`config.mk`:
```
export PLATFORM = sky130hd
export DESIGN_NAME = riscv_v_pipe_ctrl
export DESIGN_NICKNAME = d
export VERILOG_FILES = /design/src/rtl/riscv_v_pipe_ctrl_pkg.sv /design/src/rtl/riscv_v_pipe_ctrl.sv
export SDC_FILE = /design/constraint.sdc
export NUM_CORES = 1
export LEC_CHECK = 0
export ABC_AREA = 1
export CAP_MARGIN = 5
export CORE_ASPECT_RATIO = 1.2
export CORE_MARGIN = 2
export CORE_UTILIZATION = 48
export CTS_CLUSTER_DIAMETER = 40
export CTS_CLUSTER_SIZE = 14
export DETAILED_ROUTE_END_ITERATION = 7
export MAX_ROUTING_LAYER = met4
export PLACE_DENSITY = 0.85
export SYNTH_ARGS = -nofsm -noshare
export SYNTH_HDL_FRONTEND = slang
export SYNTH_SLANG_ARGS = --single-unit
```
`constraint.sdc`:
```
create_clock -name clk -period 2.1 [get_ports clk]
set_input_delay 0.42 -clock clk [delete_from_list [all_inputs] [get_ports clk]]
set_output_delay 0.42 -clock clk [all_outputs]
set_load 0.005 [all_outputs]
```
`src/rtl/riscv_v_pipe_ctrl_pkg.sv`:
```
// riscv_v_pipe_ctrl_pkg: shared FSM states, stall counter width and popcount helper
package riscv_v_pipe_ctrl_pkg;
  typedef enum logic [1:0] {RUN, DRAIN, FLUSH} state_e;
  localparam int STALL_W = 16;
  function automatic logic [4:0] popcnt(input logic [15:0] v);
    popcnt = '0;
    for (int i = 0; i < 16; i++) popcnt = popcnt + 5'(v[i]);
  endfunction
endpackage

```
`src/rtl/riscv_v_pipe_ctrl.sv`:
```
// riscv_v_pipe_ctrl: bubble-collapsing valid/enable sequencer with flush and drain control
module riscv_v_pipe_ctrl
  import riscv_v_pipe_ctrl_pkg::*;
#(
  parameter int NUM_STAGES   = 3,
  parameter int FLUSH_CYCLES = 1
) (
  input  logic                  clk,
  input  logic                  rst,
  input  logic                  in_valid,
  output logic                  in_ready,
  input  logic                  out_ready,
  output logic                  out_valid,
  input  logic                  flush_req,
  input  logic                  drain_req,
  output logic                  drain_done,
  output logic [NUM_STAGES-1:0] stage_en,
  output logic                  stage_flush,
  output logic [NUM_STAGES-1:0] stage_valid,
  output logic [4:0]            occupancy,
  output logic [STALL_W-1:0]    stall_cnt
);
  localparam int N = NUM_STAGES;
  state_e             state_q;
  logic [3:0]         cnt_q;
  logic [N-1:0]       valid_q, valid_d;
  logic [N:0]         shift;
  logic [4:0]         occ_q;
  logic [STALL_W-1:0] stall_q;
  logic               all_v;
  // a stage may advance unless it and every stage downstream of it is full and blocked
  always_comb begin
    all_v = 1'b1;
    stage_en = '0;
    for (int i = N - 1; i >= 0; i--) begin
      all_v = all_v & valid_q[i];
      stage_en[i] = out_ready | ~all_v;
    end
  end
  assign in_ready    = stage_en[0] & (state_q == RUN) & ~flush_req & ~rst;
  assign out_valid   = valid_q[N-1] & ~flush_req;
  assign stage_flush = flush_req & ~rst;
  assign drain_done  = (state_q == DRAIN) & ~|valid_q & ~flush_req & ~rst;
  assign shift       = {valid_q, in_valid & in_ready};
  assign valid_d     = (rst | flush_req) ? '0 : (stage_en & shift[N-1:0]) | (~stage_en & valid_q);
  assign stage_valid = valid_q;
  assign occupancy   = occ_q;
  assign stall_cnt   = stall_q;
  always_ff @(posedge clk) begin
    valid_q <= valid_d;
    occ_q   <= popcnt(16'(valid_d));
    if (rst) begin
      state_q <= RUN;
      cnt_q   <= '0;
      stall_q <= '0;
    end else begin
      if (out_valid & ~out_ready & ~&stall_q) stall_q <= stall_q + 1'b1;
      if (flush_req) begin
        state_q <= FLUSH;
        cnt_q   <= 4'(FLUSH_CYCLES);
      end else if (state_q == FLUSH) begin
        cnt_q <= cnt_q - 4'd1;
        if (cnt_q <= 4'd1) state_q <= RUN;
      end else if (state_q == DRAIN) begin
        if (~|valid_q) state_q <= RUN;
      end else if (drain_req) begin
        state_q <= DRAIN;
      end
    end
  end
endmodule

```
==> flow_results.org, run 1 <==
** Global route
- Summed over all layers, the global routing overflow is 0.
- First-pass GRT wire length :: 5727 um
- Across every metal layer, demand over resource in global routing totals 0.1991.
- Vias in the first global route :: 1,480
- Antenna violations before repair :: 0
- Largest net degree at the start of global routing :: 15

** Timing
- The number of hold violations in the final report came to 0.
- On the final layout, the worst clock skew is 9.420 ps.
- Final setup violation count :: 0
- Worst hold margin :: 503.5 ps
- Final critical-path required period :: 2043 ps
- In the final timing run, aggregate negative setup slack is 0 ps.
- The total count of max-transition violations in the final report is 0.
- For the pin with the worst max-slew slack, the measured transition is 580.2 ps.
- Unrepaired setup endpoints after global routing :: false
- In this run the tightest slew margin relative to its limit is 0.6132.
- Max Clock Freq :: 0.4895 GHz
- Period utilization :: 0.9728

** Yosys
- In the post-synthesis netlist, the biggest area contributors are sky130_fd_sc_hd__dfxtp_1 (34%), sky130_fd_sc_hd__nand2_1 (14%), sky130_fd_sc_hd__nor2_1 (7.1%).
- In this run, synthesis produced a sequential element count of 27.
- Yosys mapped the design onto 28 distinct sky130hd cell types.
- Of the synthesized area, sequential elements account for 0.3429.
- Counting every instance in the synthesized netlist gives 226.
- Number of warnings reported in the yosys synthesis log :: 0
- Mean Syn Cell Area :: 6.976 um2
- Mapped cell area :: 0.001577 mm2
- Area leader, netlist :: sky130_fd_sc_hd__dfxtp_1
- The share of synthesized area in the top cell type comes to 0.3429.

** Die
- Die boundary width :: 56.32 um
- The floorplan has 22 rows.
- Number of I/O pins :: 37
- For this configuration, the core starts out at a cell density of 0.5068.
- The core region is 0.003110 mm2.
- Height of the chip :: 66.78 um
- Die ar. :: 0.003761 mm2

** Power and ir drop
- Power Dens Cells :: 420.2 mW/mm2
- IR analysis of the VDD net gives a maximum drop of 0.3600 mV.
- Leakage Power :: 0.8152 nW
- The design draws 0.8591 mW.

** Routing
- Average wire per cell in the routed design :: 10.99 um
- The final route contains 1,535 vias.
- First drt pass iteration count :: 4
- DRC errors left :: 0
- DRC violation total after the first TritonRoute iteration :: 35
- Vias per std cell :: 4.968
- The routed design has 3397 um of wire.
- Routed Antenna Nets :: 0

** CTS
- Clock Root Buffer :: sky130_fd_sc_hd__clkbuf_4
- Number of H-tree levels :: 1
- Clock network latency to the later pin of the worst-skew pair :: 330 ps
- CTS sink count :: 27
- Clock-pin slew was measured on the worst setup and hold paths at 140 ps.
- Hold repair after CTS inserted 0 buffers.
- Total setup buffers inserted after CTS :: 0
- Max Buffers Root-to-Sink :: 2
- TritonCTS clock tree :: yes
- Clock buffer count from CTS :: 3

** Setup path
- Worst setup path class :: in -> out
- For the worst setup path, the data required time is 1680 ps.
- The worst setup path is captured at an output port.
- Of all nets on the critical path, the largest fanout is 2.
- STA classifies the critical path startpoint as an input port.
- Data on the critical path arrives at its endpoint at 1620 ps.

** Finish
- Number of fill cells in the layout :: 291
- After routing the design area is 0.002044 mm2.
- After the flow finishes, the layout carries non-filler instances totaling 309.
- The number of antenna diodes in the final layout is 0.
- In the final layout, the share of cells above drive strength 1 is 0.1575.
- Growth of design area from synthesis to finish :: 29.68%
- NumNets Final :: 287

** Placed design
- PortBufs :: 33
- Half-perimeter wire length of the detailed placement result :: 2639 um
- At the end of routability-driven placement, the weighted congestion stood at 0.7765.
- The number of placed instances, taps included, is 305.
- Placed Instance Area :: 0.002019 mm2

** Run status
- Run status :: finished clean

** Run
- Number of max-cap violations :: 0

** Worst hold path
- The min-delay analysis places its worst path in the category reg -> reg.
-- critical path, cell delays in order --
cell and delay, ps:
sky130_fd_sc_hd__clkdlybuf4s50_1 430, sky130_fd_sc_hd__buf_4 150, sky130_fd_sc_hd__nor2_2 120, sky130_fd_sc_hd__clkdlybuf4s50_1 510
-- stage by stage --
step	util	worst slack [ps]
2_1_floorplan	-	506.8
3_3_place_gp	0.6492	-138.0
3_5_place_dp	0.6492	-135.3
4_1_cts	0.6557	8.673
5_1_grt	0.6573	17.59
6_report	0.6573	57.12
-- state kept, by name, summed over array words and instances, names as in the netlist --
register     count
stall_cnt       16
occupancy        2
state_q          2
stage_valid      3
cnt_q            4
-- path summary, 6_finish.rpt --
path / start / to / slack (ps) / depth (start not counted)
min reg2reg: state_q[0]$_SDFFE_PP0P_ / state_q[0]$_SDFFE_PP0P_ / 500 / 2
max reg2reg: stall_cnt[1]$_SDFFE_PP0P_ / stall_cnt[14]$_SDFFE_PP0P_ / 290 / 7
max: flush_req / out_valid / 60 / 4
min: state_q[0]$_SDFFE_PP0P_ / state_q[0]$_SDFFE_PP0P_ / 500 / 2
-- cells in the final DEF, fill, tap and decap left out, types with 6 or more instances in the layout --
master / synthesis / final
sky130_fd_sc_hd__ha_1: 6 / 6
sky130_fd_sc_hd__nand2_2: 6 / 6
sky130_fd_sc_hd__inv_1: 27 / 26
sky130_fd_sc_hd__a21oi_2: 10 / 10
sky130_fd_sc_hd__a21oi_1: 9 / 9
sky130_fd_sc_hd__nor2_1: 30 / 29
sky130_fd_sc_hd__nand2_1: 57 / 57
sky130_fd_sc_hd__nand4_1: 7 / 7
sky130_fd_sc_hd__clkdlybuf4s50_1: 0 / 27
sky130_fd_sc_hd__buf_4: 4 / 14
sky130_fd_sc_hd__dfxtp_1: 27 / 27
sky130_fd_sc_hd__nand3_1: 15 / 15
-- cells in the mapped netlist (all sizes together) --
master,n
dfxtp,27
a21oi,19
inv,28
buf,6
xor2,4
o22ai,1
nand3,15
ha,6
fa,1
nor3b,2
a211oi,1
o31ai,1
xnor2,2
nor2,36
o21ai,4
nor3,1
and3,1
nand2,63
conb,1
nand4,7
-- cell families (layout without fill, tap and decap cells) --
kind of cell               after synthesis  after routing  synth area share
AOI/OAI and AO/OA                       26             26            0.1127
xor gates and xnor gates                 6              6           0.03333
adders and majority gates                7              7           0.06032
buffers and inverters                   34             79           0.09524
DFF                                     27             27            0.3429
other                                    1              3          0.002379
and+or+nand+nor                        125            125            0.3532
-- where the power goes --
group | total (mW) | switching (mW) | leakage, nW | internal (mW)
sequential | 0.529 | 0.00675 | 0.219 | 0.522
clock | 0.227 | 0.152 | 0.0150 | 0.0745
combinational | 0.103 | 0.0543 | 0.582 | 0.0489
-- routing by layer --
metal	track usage	vias up	routed length [um]
met2	0.3985	34	1774
met4	0.08631	0	51
met3	0.01748	5	113
met1	0.1940	690	1458
met5	-	-	0
li1	-	806	-
-- layout make-up --
cell class	count	area, um2	share of cell area
Multi-Input combinational cell	167	895.9	0.4382
Inverter	28	105.1	0.05141
Timing Repair Buffer	47	431.7	0.2111
Tap cell	36	45.04	0.02203
Clock buffer	4	26.28	0.01285
Sequential cell	27	540.5	0.2644
-- what timing repair did --
item | in CTS | in global routing
cloned | 0 | 0
endpoints found under the setup margin | 5 | 3
pin swaps | 0 | 2
resized for setup | 5 | 3
(Power assumes the default switching activity.)
==> run 2, diff against run 1 <==
--- a/config.mk
+++ b/config.mk
@@ -9,12 +9,13 @@
 export CAP_MARGIN = 5
 export CORE_ASPECT_RATIO = 1.2
 export CORE_MARGIN = 2
-export CORE_UTILIZATION = 48
+export CORE_UTILIZATION = 49
 export CTS_CLUSTER_DIAMETER = 40
-export CTS_CLUSTER_SIZE = 14
+export CTS_CLUSTER_SIZE = 20
 export DETAILED_ROUTE_END_ITERATION = 7
 export MAX_ROUTING_LAYER = met4
-export PLACE_DENSITY = 0.85
+export PLACE_DENSITY = 0.87
 export SYNTH_ARGS = -nofsm -noshare
 export SYNTH_HDL_FRONTEND = slang
 export SYNTH_SLANG_ARGS = --single-unit
+export TNS_END_PERCENT = 100
==> run 2 against run 1 <==
  * Combinational power is essentially flat
  * Critical path depth grew 6
  * Final cell count shrank 0.65%
  * Routed wire length shrank 2.0%
  * Via count shrank 0.39%
  * Core utilization grew 0.77 points
  * Non-clock buffer count shrank 2
  * Maximum frequency grew 0.90%
  * Largest power group unchanged
==> flow_results.org, run 2 (synthesis gave the netlist of run 1 again) <==
** Timing
- Final Skew :: 2.465 ps
- The worst path meets setup with 75.40 ps of slack.
- Max Clock Freq :: 0.4939 GHz
- The worst pin sits at a relative slew slack of 0.6144.
- Final slew viol count :: 0
- Summed over all failing endpoints, the final setup total negative slack is 0 ps.
- Slew of the pin with the lowest slew margin :: 578.3 ps
- Final critical-path required period :: 2025 ps
- The number of hold violations in the final report is 0.
- Period utilization :: 0.9641
- Final setup violation count :: 0

** CTS
- CTS built an H-tree with a depth of 1.
- Clock buffer count from CTS :: 3
- Counting every sink on the clock net gives 27.
- The number of hold buffers added after CTS was 0.
- TritonCTS built the clock tree.
- Clock network latency to the later pin of the worst-skew pair :: 330 ps
- Max Buffers Root-to-Sink :: 2
- Clock Root Buffer :: sky130_fd_sc_hd__clkbuf_4
- Clock-pin slew was measured on the worst setup and hold paths at 140 ps.

** Worst hold path
- Hold depth :: 2
- Class of the tightest hold or removal check :: reg -> reg

** Global route
- The first global-routing pass estimated 5844 um of wire.
- Entering global routing, the biggest net connects 17 pins.
- Summed over all layers, the global routing overflow is 0.
- The number of antenna violations at the first check in global routing is 0.
- The via count of the first global-routing pass was 1,465.
- GR Util All Layers :: 0.2038

** Setup path
- Startpoint of the most critical register-to-register path :: stall_cnt[1]$_SDFFE_PP0P_
- STA puts the critical path data required time at 1680 ps.
- Capturing point of the worst reg2reg path :: stall_cnt[14]$_SDFFE_PP0P_
- R2R setup slack :: 330 ps
- End point of the critical path :: in_ready
- For the worst flop-to-flop path, the logic depth is 7.
- Critical Path Sink Type :: output port
- Worst setup path class :: in -> out
- Data on the critical path arrives at its endpoint at 1600 ps.
- In this run the worst path has a maximum fanout of 2.
- STA classifies the critical path startpoint as an input port.
- In this run the worst setup path begins at out_ready.

** Routing
- Final routed wirelength across all metal layers :: 3330 um
- Dividing the detail-routed wire length by the instance count gives 10.85 um.
- Vias per std cell :: 4.980
- DRC errors left :: 0
- The detail route stage leaves a number of antenna-violating nets equal to 0.
- Vias after detailed routing :: 1,529
- First drt pass iteration count :: 4
- DRC violation total after the first TritonRoute iteration :: 48

** Die
- Row count :: 22
- Core Footprint :: 0.003055 mm2
- The floorplan step set the die height to 66.14 um.
- In this run the horizontal extent of the chip is 55.78 um.
- During I/O placement, the number of pins put on the boundary was 37.
- The floorplan step defined a die boundary enclosing 0.003689 mm2.
- For this configuration, the core starts out at a cell density of 0.5160.

** Run status
- Run status :: finished clean

** Finish
- Growth of design area from synthesis to finish :: 28.89%
- NumNets Final :: 285
- The register with the most flip-flops in the layout has 16 of them.
- The finished layout holds 307 standard cells, fillers aside.
- Fraction of final layout cells with drive strength greater than 1 :: 0.1550
- The number of antenna diodes in the final layout is 0.
- The library cell used most frequently in the layout, excluding fill and tap cells, is sky130_fd_sc_hd__nand2_1.
- Leading cell types in the layout, fill and taps excluded :: sky130_fd_sc_hd__nand2_1 (56), sky130_fd_sc_hd__nor2_1 (29), sky130_fd_sc_hd__inv_1 (27), sky130_fd_sc_hd__dfxtp_1 (27), sky130_fd_sc_hd__clkdlybuf4s50_1 (27)

** Placed design
- Buffers placed on the I/O ports in this run total 33.
- Number of cells after detailed placement :: 303
- Final Wtd Congestion :: 0.8036
- Half-perimeter wire length of the detailed placement result :: 2629 um
- Prior to clock tree synthesis, the placed netlist has a worst setup slack of -164.6 ps.

** Power and ir drop
- Peak ir drop on the vdd network :: 0.3128 mV
- The analysis attributes to cell leakage a power of 0.8282 nW.
- For this design the ratio of total power to cell area is 423.5 mW/mm2.

** Run
- Across the run, the number of max-cap violations was 0.
==> run 2: critical path: stages <==
cell and delay (ps):
sky130_fd_sc_hd__clkdlybuf4s50_1 400, sky130_fd_sc_hd__inv_1 80, sky130_fd_sc_hd__nand2_2 60, sky130_fd_sc_hd__nor2_2 90, sky130_fd_sc_hd__inv_1 50, sky130_fd_sc_hd__nor2_1 80, sky130_fd_sc_hd__inv_1 70, sky130_fd_sc_hd__nand2_1 60
sky130_fd_sc_hd__nor2_1 40, sky130_fd_sc_hd__dlygate4sd2_1 250
==> run 2: where the power goes <==
| part | switching [mW] | internal [mW] | leakage [nW] |
|---|---|---|---|
| logic | 0.0545 | 0.0495 | 0.595 |
| clock network | 0.153 | 0.0746 | 0.0150 |
| registers | 0.00669 | 0.522 | 0.219 |
==> run 2: timing repair <==
item | 4_1_cts | 5_1_grt
endpoints found under the setup margin | 4 | 4
pin swaps | 0 | 1
resized for setup | 4 | 6
setup buffers | 0 | 0
==> run 2: routing by layer <==
metal | wire, um | GRT usage
met2 | 1809 | 0.4122
met3 | 121 | 0.01761
met5 | 0 | -
met1 | 1346 | 0.1978
met4 | 53 | 0.08232
==> run 2: cell type report <==
type / count / area (um2)
well taps: 36 / 45.04
repair buffers: 45 / 416.7
flip-flops and latches: 27 / 540.5
multi-input cells: 167 / 898.4
inverters: 28 / 105.1
clock buffers: 4 / 26.28
fillers: 259 / 1023
==> run 2: worst min path at each step <==
stage | startpoint | end | slack [ps]
after floorplan | state_q[0]$_SDFFE_PP0P_ | state_q[0]$_SDFFE_PP0P_ | 460
after global placement | state_q[0]$_SDFFE_PP0P_ | state_q[0]$_SDFFE_PP0P_ | 470
after detailed placement | state_q[0]$_SDFFE_PP0P_ | state_q[0]$_SDFFE_PP0P_ | 480
after CTS | state_q[0]$_SDFFE_PP0P_ | state_q[0]$_SDFFE_PP0P_ | 490
after global routing | state_q[0]$_SDFFE_PP0P_ | state_q[0]$_SDFFE_PP0P_ | 520
final | state_q[0]$_SDFFE_PP0P_ | state_q[0]$_SDFFE_PP0P_ | 500
==> run 2: through the flow <==
step	util	hold slack, ps	instance area (um2)	power, mW
4_1_cts	0.6630	494.8	2026	0.8687
2_1_floorplan	-	456.5	1584	0.6018
3_5_place_dp	0.6560	477.2	2004	0.6459
3_3_place_gp	0.6560	474.8	2004	0.6420
6_report	0.6650	496.1	2032	0.8605
5_1_grt	0.6650	523.6	2032	0.9096
